**config.mk**
```make
export PLATFORM = sky130hd
export DESIGN_NAME = fpu_div_ctrl
export DESIGN_NICKNAME = d
export VERILOG_FILES = /design/src/rtl/fpu_div_ctrl.sv
export SDC_FILE = /design/constraint.sdc
export NUM_CORES = 1
export LEC_CHECK = 0
export ABC_AREA = 1
export BUFFER_PORTS_ARGS = -buffer_cell sky130_fd_sc_hd__buf_2
export CAP_MARGIN = 30
export CORE_MARGIN = 2
export CORE_UTILIZATION = 44
export DETAILED_ROUTE_END_ITERATION = 16
export PLACE_DENSITY = 0.8
export SYNTH_ARGS = -nofsm -noshare
export SYNTH_HDL_FRONTEND = slang
export SYNTH_SLANG_ARGS = --single-unit
export TNS_END_PERCENT = 30
```
**constraint.sdc**
```tcl
create_clock -name clk -period 1.6 [get_ports clk]
set_input_delay 0.16 -clock clk [delete_from_list [all_inputs] [get_ports clk]]
set_output_delay 0.16 -clock clk [all_outputs]
set_load 0.1 [all_outputs]
```
**src/rtl/fpu_div_ctrl.sv**
```systemverilog
// Arbitrates two requesters onto one shared combinational divider,
// holds operands for a settle window and returns a tagged quotient.
module fpu_div_ctrl #(
    parameter int unsigned SETTLE_CYCLES = 2
) (
    input  logic        clk,
    input  logic        rst_n,
    input  logic        req0_valid,
    input  logic [31:0] req0_a,
    input  logic [31:0] req0_b,
    output logic        req0_ready,
    input  logic        req1_valid,
    input  logic [31:0] req1_a,
    input  logic [31:0] req1_b,
    output logic        req1_ready,
    output logic [31:0] div_a,
    output logic [31:0] div_b,
    input  logic [31:0] div_result,
    output logic        resp_valid,
    input  logic        resp_ready,
    output logic [31:0] resp_data,
    output logic        resp_id,
    output logic        resp_dz,
    output logic        busy
);

    typedef enum logic [1:0] {
        IDLE,
        BUSY,
        RESP
    } state_t;

    localparam logic [3:0] LOAD = 4'(SETTLE_CYCLES - 1);

    state_t      state;
    state_t      state_nxt;
    logic [31:0] op_a;
    logic [31:0] op_b;
    logic [3:0]  counter;
    logic        last_grant;
    logic        grant0;
    logic        grant1;
    logic        op_id;

    // Tie goes to whoever was not served last; last_grant=1 favours req0.
    always_comb begin
        state_nxt = state;
        grant0    = 1'b0;
        grant1    = 1'b0;
        unique case (state)
            IDLE: begin
                grant0 = req0_valid && (!req1_valid || last_grant);
                grant1 = req1_valid && (!req0_valid || !last_grant);
                if (grant0 || grant1)
                    state_nxt = BUSY;
            end
            BUSY: begin
                if (counter == 4'd0)
                    state_nxt = RESP;
            end
            RESP: begin
                if (resp_ready)
                    state_nxt = IDLE;
            end
            default: state_nxt = IDLE;
        endcase
    end

    always_ff @(posedge clk) begin
        if (!rst_n) begin
            state      <= IDLE;
            op_a       <= '0;
            op_b       <= '0;
            op_id      <= 1'b0;
            counter    <= '0;
            last_grant <= 1'b1;
            resp_data  <= '0;
            resp_id    <= 1'b0;
            resp_dz    <= 1'b0;
        end else begin
            state <= state_nxt;
            unique case (state)
                IDLE: begin
                    if (grant0) begin
                        op_a       <= req0_a;
                        op_b       <= req0_b;
                        op_id      <= 1'b0;
                        last_grant <= 1'b0;
                        counter    <= LOAD;
                    end else if (grant1) begin
                        op_a       <= req1_a;
                        op_b       <= req1_b;
                        op_id      <= 1'b1;
                        last_grant <= 1'b1;
                        counter    <= LOAD;
                    end
                end
                BUSY: begin
                    if (counter == 4'd0) begin
                        resp_data <= div_result;
                        resp_id   <= op_id;
                        resp_dz   <= (op_b[30:0] == 31'd0);
                    end else begin
                        counter <= counter - 4'd1;
                    end
                end
                default: ;
            endcase
        end
    end

    assign req0_ready = grant0;
    assign req1_ready = grant1;
    assign div_a      = op_a;
    assign div_b      = op_b;
    assign resp_valid = (state == RESP);
    assign busy       = (state != IDLE);

endmodule

```
======== Yosys cells after proc, flatten, opt, wreduce, memory -nomap -nowiden ========
Cells that the tools add are included.
cells by class
  add/subtract/negate cells ............... 1
  eq/ne operators ......................... 7
  mux-type cells .......................... 16
  reductions and logical operators ........ 18
operators with widths
  cell                 count
  $mux 32              4
  $logic_not 31->1     1
  $mux 4               3
  $pmux 4 s2           1
  $mux 2               3
  $ne 2x2->1 const B   3
  $pmux 2 s3           1
  $reduce_and 3->1     2
  $reduce_bool 2->1    3
  $logic_not 4->1      1
  $mux 1               4
  $reduce_and 2->1     2
  $sub 4x1->4 const B  1
  $logic_not 1->1      3
  $logic_or 1x1->1     3
  $ne 3x3->1 const B   1
  $eq 2x1->1 const B   1
  $eq 2x2->1 const B   1
  $logic_and 1x1->1    2
  $logic_not 2->1      1
  $ne 2x1->1 const B   1
storage, ports and cells
  register bits ........................... 106
  bits of input ports ..................... 165
  output and inout port bits .............. 102

======== Depth between registers and ports, before layout ========
Gate-level depths: netlist of run 1.
  depth after elaboration ................. 7
  depth in mapped cells ................... 10

======== Worst setup path before layout of run 1 ========
No wires, ideal clock.
  path type ............................... reg2reg
  start ................................... register state[1]
  end ..................................... register state[1]
  setup time .............................. 72 ps
  arrival ................................. 1968 ps
  path slack .............................. -440 ps
  stages on the path, launching flop included .. 5
  clock period less this slack ............ 2040 ps
  cell sequence ........................... dfxtp_1 -> inv_1 -> nor2_1 -> nand2_1 -> a21oi_1
on the way
  longest elaborated chain between the ends .. 3
  elaborated cells between the ends (all ways) .. 8
  classes of those cells .................. eq/ne: 5; mux: 1; reduce/logical: 2
RTL lines
  what                        RTL line  text
  start, declared             35        state_t state;
  start signal, assigned      81        state <= state_nxt;
  $eq 2x2->1 *                -
  net resp_valid              19        output logic resp_valid,
  $ne 2x1->1 (no line)        -
  $reduce_and 3->1 (no line)  -
Mark *: on every way through the listed nets, which the timed path passes. The rest lies on a longest branch.
A chain may end at the register's enable or synchronous reset.

======== Worst setup path after layout of run 1 ========
  start ................................... register state[0]
  end ..................................... output req1_ready
on the way
  longest elaborated chain between the ends .. 2
RTL lines
  what             RTL line  text
  $logic_not 2->1  50        unique case (state)
  $mux 1           50
  end, declared    15        output logic req1_ready,
No other way between the ends.

==> PnR_summary.wiki, run 1 <==
{| class="wikitable"
! Metric !! Value
|-
| Buffer cell driving the clock tree root || sky130_fd_sc_hd__clkbuf_8
|-
| CP startpoint || state[0]$_SDFFE_PN0P_
|-
| FF-to-FF path depth || 8
|-
| Placer's final routability congestion estimate || 0.8326
|-
| Worst EP arrival || 1.40 ns
|-
| Yosys top cell by area || sky130_fd_sc_hd__dfxtp_1
|-
| Clock tree from TritonCTS || built
|-
| GRT Total Usage || 0.2345
|-
| Proportion of register bits with asynchronous set or reset after synthesis || 0
|-
| MaxCap Viol Count || 0
|-
| Largest driver fanout on the critical path || 23
|-
| Pin count of the biggest net entering global routing || 57
|-
| Most frequent cell after synthesis || sky130_fd_sc_hd__nand2_1
|-
| Post-route clock skew || 0.01270 ns
|-
| Vias in the first global route || 4750
|-
| Post-synthesis to final-layout area growth || 38.18%
|-
| PwrDens || 1810 mW/mm^2
|-
| Beginning of the worst register-to-register path || state[0]$_SDFFE_PN0P_
|-
| Highest clock rate || 641.2 MHz
|-
| Kind of capture point of the worst setup path || output pin
|-
| Die Footprint || 0.01156 mm^2
|-
| Effective utilization at floorplan || 0.4548
|-
| DRC violation count after routing || 0
|-
| Synthesized instance count || 650
|-
| Avg Vias per Cell || 4.848
|-
| Final number of setup-violating endpoints || 0
|-
| Static Leak || 3.634 nW
|-
| Clock sink total || 106
|-
| Seq cells post-synth || 106
|-
| Number of placed cells counting well taps || 1022
|-
| Classification of the worst-slack hold path || input port to flip-flop
|-
| # diodes || 0
|-
| Setup total negative slack || 0 ns
|-
| Detail Placement HPWL || 9.717 mm
|-
| Capture point of the worst reg-to-reg path || counter[2]$_SDFFE_PN0P_
|-
| RSZ-0062 raised after global routing || true
|-
| Dominant synthesized flop cell || sky130_fd_sc_hd__dfxtp_1
|-
| Part of the Yosys area used for sequential elements || 0.4500
|-
| Top cells by area, synth || sky130_fd_sc_hd__dfxtp_1 45%, sky130_fd_sc_hd__nand2_1 11%, sky130_fd_sc_hd__o211ai_1 10%
|-
| Bufs on Longest Clock Path || 2
|-
| Std cell rows || 37
|-
| Die height || 107.5 um
|-
| Critical path startpoint category || flip-flop
|-
| Max-slew headroom at the worst pin || 0.6525
|-
| Final Worst Setup Slack || 0.04041 ns
|-
| Cell area after synthesis || 0.004716 mm^2
|-
| Post-synth net total || 817
|-
| Maximum level of the CTS H-tree || 3
|-
| Clock transition time at the flip-flop clock pins of the worst setup and hold paths || 0.10 ns
|-
| Placed cell areas || 0.006157 mm^2
|-
| Later-pin clock latency in the skew report || 0.36 ns
|-
| Area of all placed cells without fillers || 0.006516 mm^2
|-
| Final critical path time including I/O delays and setup || 1.560 ns
|-
| Status || complete, no violations
|-
| Die Width || 107.5 um
|-
| Max-slew violation total from the final report || 0
|-
| Fraction of final layout cells sized beyond drive strength 1 || 0.3542
|-
| Number of cells on the worst hold path || 3
|-
| Worst-margin pin slew || 0.5249 ns
|-
| Wire length of the first global-routing pass || 22.09 mm
|-
| Vias after detailed routing || 5066
|-
| Post-detailed-route count of antenna-violating nets || 0
|-
| Hold Vio Cnt, Final || 0
|-
| Final Cycle Share || 0.9747
|-
| Yosys top cell area share || 0.4500
|-
| Post-detailed-route wirelength per cell || 13.33 um
|-
| Worst setup path class || flip-flop to output pin
|-
| EDFF count, synth || 0
|-
| Fillers || 956
|-
| Count of input and output buffers || 266
|-
| Inserted Clock Buffers || 9
|-
| Total Wirelength || 13.93 mm
|-
| Worst slack after detailed placement || 0.2009 ns
|-
| Count of pins on the block boundary || 267
|-
| Mean instance size in the synthesized netlist || 7.255 um^2
|-
| Required time at the worst-slack endpoint || 1.44 ns
|-
| Critical Path End || req1_ready
|-
| Nets || 1071
|-
| FF-to-FF setup slack || 0.12 ns
|-
| Antenna violations before repair || 0
|-
| Congestion Overflow GR || 0
|-
| Synth cell types || 21
|-
| Worst IR Drop VDD || 1.366 mV
|-
| Drt pass-1 iters || 5
|-
| First DRT Iteration DRCs || 243
|-
| Ys Warns || 0
|-
| Core box area || 0.01037 mm^2
|-
| Number of cells in the finished layout apart from fillers || 1045
|-
| Number of buffers inserted for hold repair after clock tree synthesis || 0
|-
| Most used standard cells in the synthesized netlist || 144 x sky130_fd_sc_hd__nand2_1, 106 x sky130_fd_sc_hd__dfxtp_1, 90 x sky130_fd_sc_hd__nor2_1
|-
| Total power draw || 11.79 mW
|}
final cells by class:
type	instances	area [um^2]	share of cell area
clock buffer	11	151.4	0.02323
clock inverter	5	45.04	0.006912
inverter	78	302.8	0.04647
multi-input combinational	421	2042	0.3134
sequential	106	2127	0.3264
tap	136	170.2	0.02611
timing repair buffer	288	1678	0.2575
per-stage QoR:
step / hold slack, ns / util
floorplan: 0.2949 / -
global placement: 0.3817 / 0.5938
detailed placement: 0.3875 / 0.5938
CTS: 0.0008007 / 0.6267
global route: 0.001332 / 0.6284
finish: 0.01601 / 0.6284
state kept, by name, indices dropped and copies added (netlist names):
register and cells:
counter 4, div_b 32, state 2, last_grant 1, div_a 32, resp_data 32
op_id 1, resp_dz 1, resp_id 1
cells by family after synthesis:
group	Yosys count	synth area share
and+or+nand+nor	244	0.2027
DFF	106	0.4500
buffers and inverters	123	0.1215
AOI/OAI and AO/OA	175	0.2205
adders and majority gates	2	0.005306
how the worst min path moves through the flow:
stage,from,endpoint,slack (ns)
after global routing,div_result[24],resp_data[24]$_SDFFE_PN0P_,0.001
after CTS,div_result[4],resp_data[4]$_SDFFE_PN0P_,0.0008
after floorplan,div_result[24],resp_data[24]$_SDFFE_PN0P_,0.29
final,div_result[4],resp_data[4]$_SDFFE_PN0P_,0.02
after detailed placement,div_result[25],resp_data[25]$_SDFFE_PN0P_,0.39
after global placement,div_result[25],resp_data[25]$_SDFFE_PN0P_,0.38
critical path, cell delays in order, from the launching register on:
cell	delay, ns
sky130_fd_sc_hd__dfxtp_4	0.37
sky130_fd_sc_hd__nor2_4	0.18
sky130_fd_sc_hd__nand3_4	0.11
sky130_fd_sc_hd__buf_12	0.17
sky130_fd_sc_hd__clkinv_4	0.06
sky130_fd_sc_hd__buf_12	0.16
layer usage:
| metal | up-vias | wire length (um) | global-route usage |
|---|---|---|---|
| met2 | 194 | 6645 | 0.4102 |
| met1 | 2254 | 6059 | 0.2859 |
| li1 | 2603 | - | - |
| met3 | 15 | 1072 | 0.05206 |
| met5 | - | 0 | 0 |
| met4 | 0 | 156 | 0.07234 |
where the power goes:
group / internal (mW) / total, mW / leakage, nW / switching [mW]
logic: 1.36 / 6.70 / 2.66 / 5.34
clock network: 0.674 / 1.59 / 0.0981 / 0.920
registers: 3.19 / 3.50 / 0.876 / 0.311
layout by cell type (no fill, tap or decap), drive strengths merged:
| cell | count |
|---|---|
| ha | 2 |
| dfxtp | 106 |
| clkbuf | 11 |
| nand2 | 144 |
| inv | 78 |
| nand3 | 5 |
| and2 | 2 |
| buf | 286 |
| nand3b | 1 |
| o21ai | 101 |
| nor2 | 92 |
| clkinvlp | 1 |
| a21oi | 8 |
| o22ai | 1 |
| bufbuf | 2 |
| clkinv | 4 |
| o211ai | 65 |
what timing repair did:
| item | in CTS | in global routing |
|---|---|---|
| setup buffers | 3 | 1 |
| cloned | 3 | 0 |
| pin swaps | 3 | 2 |
| setup endpoints to repair | 2 | 21 |
| endpoints found under the hold margin | 0 | 0 |
| resized for setup | 7 | 12 |
No activity file was read; power rests on OpenSTA's default activity.
==> run 2: changes to the inputs <==
--- a/config.mk
+++ b/config.mk
@@ -5,7 +5,6 @@
 export SDC_FILE = /design/constraint.sdc
 export NUM_CORES = 1
 export LEC_CHECK = 0
-export ABC_AREA = 1
 export BUFFER_PORTS_ARGS = -buffer_cell sky130_fd_sc_hd__buf_2
 export CAP_MARGIN = 30
 export CORE_MARGIN = 2
==> run 2 against run 1 <==
Total power down 11%. Wire length decreased by 3.3%. Count of clock-buffer cells in the layout is 1 lower. Die area is 2.3% lower. Clock skew increased by 0.0011 ns. Design area decreased by 1.0%. Final cell count is 8.7% lower. Core utilization grew 0.19 points. Combinational power down 16%. Sequential share of layout area increased by 0.34 points. Largest cell class is now multi-input combinational cells.
==> PnR_summary.wiki, run 2 <==
{| class="wikitable"
! Metric !! Value
|-
| Status || complete, no violations
|-
| Worst slack after detailed placement || -0.004717 ns
|-
| Total Wirelength || 13.47 mm
|-
| Internal power || 4.974 mW
|-
| Comb pwr share || 0.538
|-
| Final critical path time including I/O delays and setup || 1.560 ns
|-
| Switching power total || 5.523 mW
|-
| Finished Core Util || 0.6303
|-
| PwrDens || 1628 mW/mm^2
|-
| Kind of capture point of the worst setup path || output pin
|-
| RSZ-0062 raised after global routing || true
|-
| Count of pins on the block boundary || 267
|-
| Final number of setup-violating endpoints || 0
|-
| Static Leak || 3.047 nW
|-
| Most frequent cell after synthesis || sky130_fd_sc_hd__nand2_1
|-
| GRT Total Usage || 0.2233
|-
| Core box area || 0.01023 mm^2
|-
| Seq cells post-synth || 106
|-
| DRC violation count after routing || 0
|-
| Worst-margin pin slew || 0.5114 ns
|-
| Highest clock rate || 640.9 MHz
|-
| Die Width || 106.3 um
|-
| Clock share of power || 0.145
|-
| Avg Vias per Cell || 5.090
|-
| Largest driver fanout on the critical path || 12
|-
| First DRT Iteration DRCs || 249
|-
| Inserted Clock Buffers || 9
|-
| Vias after detailed routing || 4856
|-
| Number of placed cells counting well taps || 928
|-
| Post-synthesis to final-layout area growth || 40.13%
|-
| Required time at the worst-slack endpoint || 1.44 ns
|-
| Proportion of register bits with asynchronous set or reset after synthesis || 0
|-
| Ys Warns || 0
|-
| Classification of the worst-slack hold path || input port to flip-flop
|-
| MaxCap Viol Count || 0
|-
| Count of input and output buffers || 266
|-
| Vias in the first global route || 4446
|-
| Worst EP arrival || 1.40 ns
|-
| Max-slew violation total from the final report || 0
|-
| Placed cell areas || 0.006068 mm^2
|-
| Switching share of total power || 0.5262
|-
| Flop pwr share || 0.317
|-
| Cell area after synthesis || 0.004602 mm^2
|-
| Bufs on Longest Clock Path || 2
|-
| Std cell rows || 37
|-
| Fraction of final layout cells sized beyond drive strength 1 || 0.4328
|-
| Number of buffers inserted for hold repair after clock tree synthesis || 0
|-
| Later-pin clock latency in the skew report || 0.36 ns
|-
| Final Worst Setup Slack || 0.03973 ns
|-
| Dominant synthesized flop cell || sky130_fd_sc_hd__dfxtp_1
|-
| Number of cells in the finished layout apart from fillers || 954
|-
| Buffer cell driving the clock tree root || sky130_fd_sc_hd__clkbuf_8
|-
| Worst IR Drop VDD || 1.152 mV
|-
| Area of all placed cells without fillers || 0.006449 mm^2
|-
| Most used standard cells in the synthesized netlist || 200 x sky130_fd_sc_hd__nand2_1, 106 x sky130_fd_sc_hd__dfxtp_1, 64 x sky130_fd_sc_hd__a31oi_1
|-
| Clock tree from TritonCTS || built
|-
| Worst setup path class || flip-flop to output pin
|-
| Most common library cell in the layout ignoring fill and taps || sky130_fd_sc_hd__buf_2
|-
| # diodes || 0
|-
| Clock sink total || 106
|-
| Maximum level of the CTS H-tree || 3
|-
| Synthesized instance count || 562
|-
| Post-detailed-route wirelength per cell || 14.12 um
|-
| Congestion Overflow GR || 0
|-
| Highest-count cells in the layout ignoring fill and taps || 263 x sky130_fd_sc_hd__buf_2, 200 x sky130_fd_sc_hd__nand2_1, 102 x sky130_fd_sc_hd__dfxtp_1
|-
| Max-slew headroom at the worst pin || 0.6614
|-
| Wire length of the first global-routing pass || 20.76 mm
|-
| Die height || 106.3 um
|-
| Nets || 981
|-
| Part of the Yosys area used for sequential elements || 0.4611
|-
| Setup total negative slack || 0 ns
|-
| Pin count of the biggest net entering global routing || 107
|-
| Yosys top cell by area || sky130_fd_sc_hd__dfxtp_1
|-
| Clock transition time at the flip-flop clock pins of the worst setup and hold paths || 0.10 ns
|-
| Synth cell types || 42
|-
| Detail Placement HPWL || 9.145 mm
|-
| Post-synth net total || 729
|-
| Yosys top cell area share || 0.4611
|-
| Top cells by area, synth || sky130_fd_sc_hd__dfxtp_1 46%, sky130_fd_sc_hd__nand2_1 16%, sky130_fd_sc_hd__a31oi_1 8.7%
|-
| Die Footprint || 0.01129 mm^2
|-
| Effective utilization at floorplan || 0.4498
|-
| Post-detailed-route count of antenna-violating nets || 0
|-
| Placer's final routability congestion estimate || 0.8016
|-
| Antenna violations before repair || 0
|-
| Post-route clock skew || 0.01376 ns
|-
| Critical path startpoint category || flip-flop
|-
| Hold Vio Cnt, Final || 0
|-
| Drt pass-1 iters || 4
|-
| Mean instance size in the synthesized netlist || 8.188 um^2
|-
| EDFF count, synth || 0
|-
| Final Cycle Share || 0.9752
|}
## run 2: cell types whose count changed after synthesis, sizes merged, moves of 7 or more
cell	delta
nor4	+7
o211ai	-64
a21boi	+34
a31oi	+64
nand2	+57
inv	-74
o21ai	-37
nor2	-88
## run 2: cell type report
| class | count | area (um^2) |
|---|---|---|
| timing repair buffer | 287 | 1738 |
| inverter | 4 | 20.02 |
| fill | 933 | 3782 |
| sequential | 106 | 2127 |
| multi-input combinational | 406 | 2217 |
| clock buffer | 10 | 137.6 |
| clock inverter | 5 | 38.79 |
| tap | 136 | 170.2 |
## run 2: worst paths after layout
kind | startpoint | end | slack (ns) | cells past startpoint
setup / recovery | state[1]$_SDFFE_PN0P_ | req0_ready | 0.04 | 5
hold / removal | div_result[13] | resp_data[13]$_SDFFE_PN0P_ | 0.03 | 3
setup reg to reg | state[1]$_SDFFE_PN0P_ | div_a[27]$_SDFFE_PN0P_ | 0.07 | 8
hold reg to reg | resp_data[2]$_SDFFE_PN0P_ | resp_data[2]$_SDFFE_PN0P_ | 0.46 | 2
## run 2: power groups by stage
stage               clock (mW)  combinational [mW]  sequential (mW)
global route              1.67                5.91             3.38
detailed placement           0                5.36             3.38
CTS                       1.57                5.52             3.33
floorplan                    0                1.50             6.25
finish                    1.52                5.65             3.33
global placement             0                5.33             3.37
## run 2: worst max-delay path, stage by stage, from the launching register on
cell and delay (ns):
sky130_fd_sc_hd__dfxtp_2 0.35, sky130_fd_sc_hd__nor2_4 0.18, sky130_fd_sc_hd__nand3_4 0.11, sky130_fd_sc_hd__inv_6 0.09
sky130_fd_sc_hd__buf_12 0.14, sky130_fd_sc_hd__buf_16 0.17
## run 2: routing by layer
layer  vias to the layer above  share of wire  track usage
li1                       2428              -            -
met1                      2212           0.41       0.2672
met2                       202           0.50       0.3942
met3                        14          0.077      0.06560
met4                         0          0.012      0.05075
met5                         -              0            0
## run 2: stage by stage
stage / power, mW / hold slack, ns
finish: 10.50 / 0.03426
global placement: 8.700 / 0.4109
global route: 10.96 / 0.009633
CTS: 10.42 / 0.01606
floorplan: 7.749 / 0.3049
detailed placement: 8.744 / 0.4144
## run 2: cell families after synthesis
group / count (synthesis) / synth area share
AND/OR/NAND/NOR: 232 / 0.2159
AO/OA/AOI/OAI: 172 / 0.2537
flip-flops: 106 / 0.4611
buffers and inverters: 50 / 0.06389
adder cells (fa/ha/maj): 2 / 0.005437
## run 2: repair_timing
item                                    4_1_cts  5_1_grt
resized for setup                             7        9
setup buffers                                 2        5
endpoints found under the setup margin        5       79
pin swaps                                     2        3
gates cloned                                  2        2
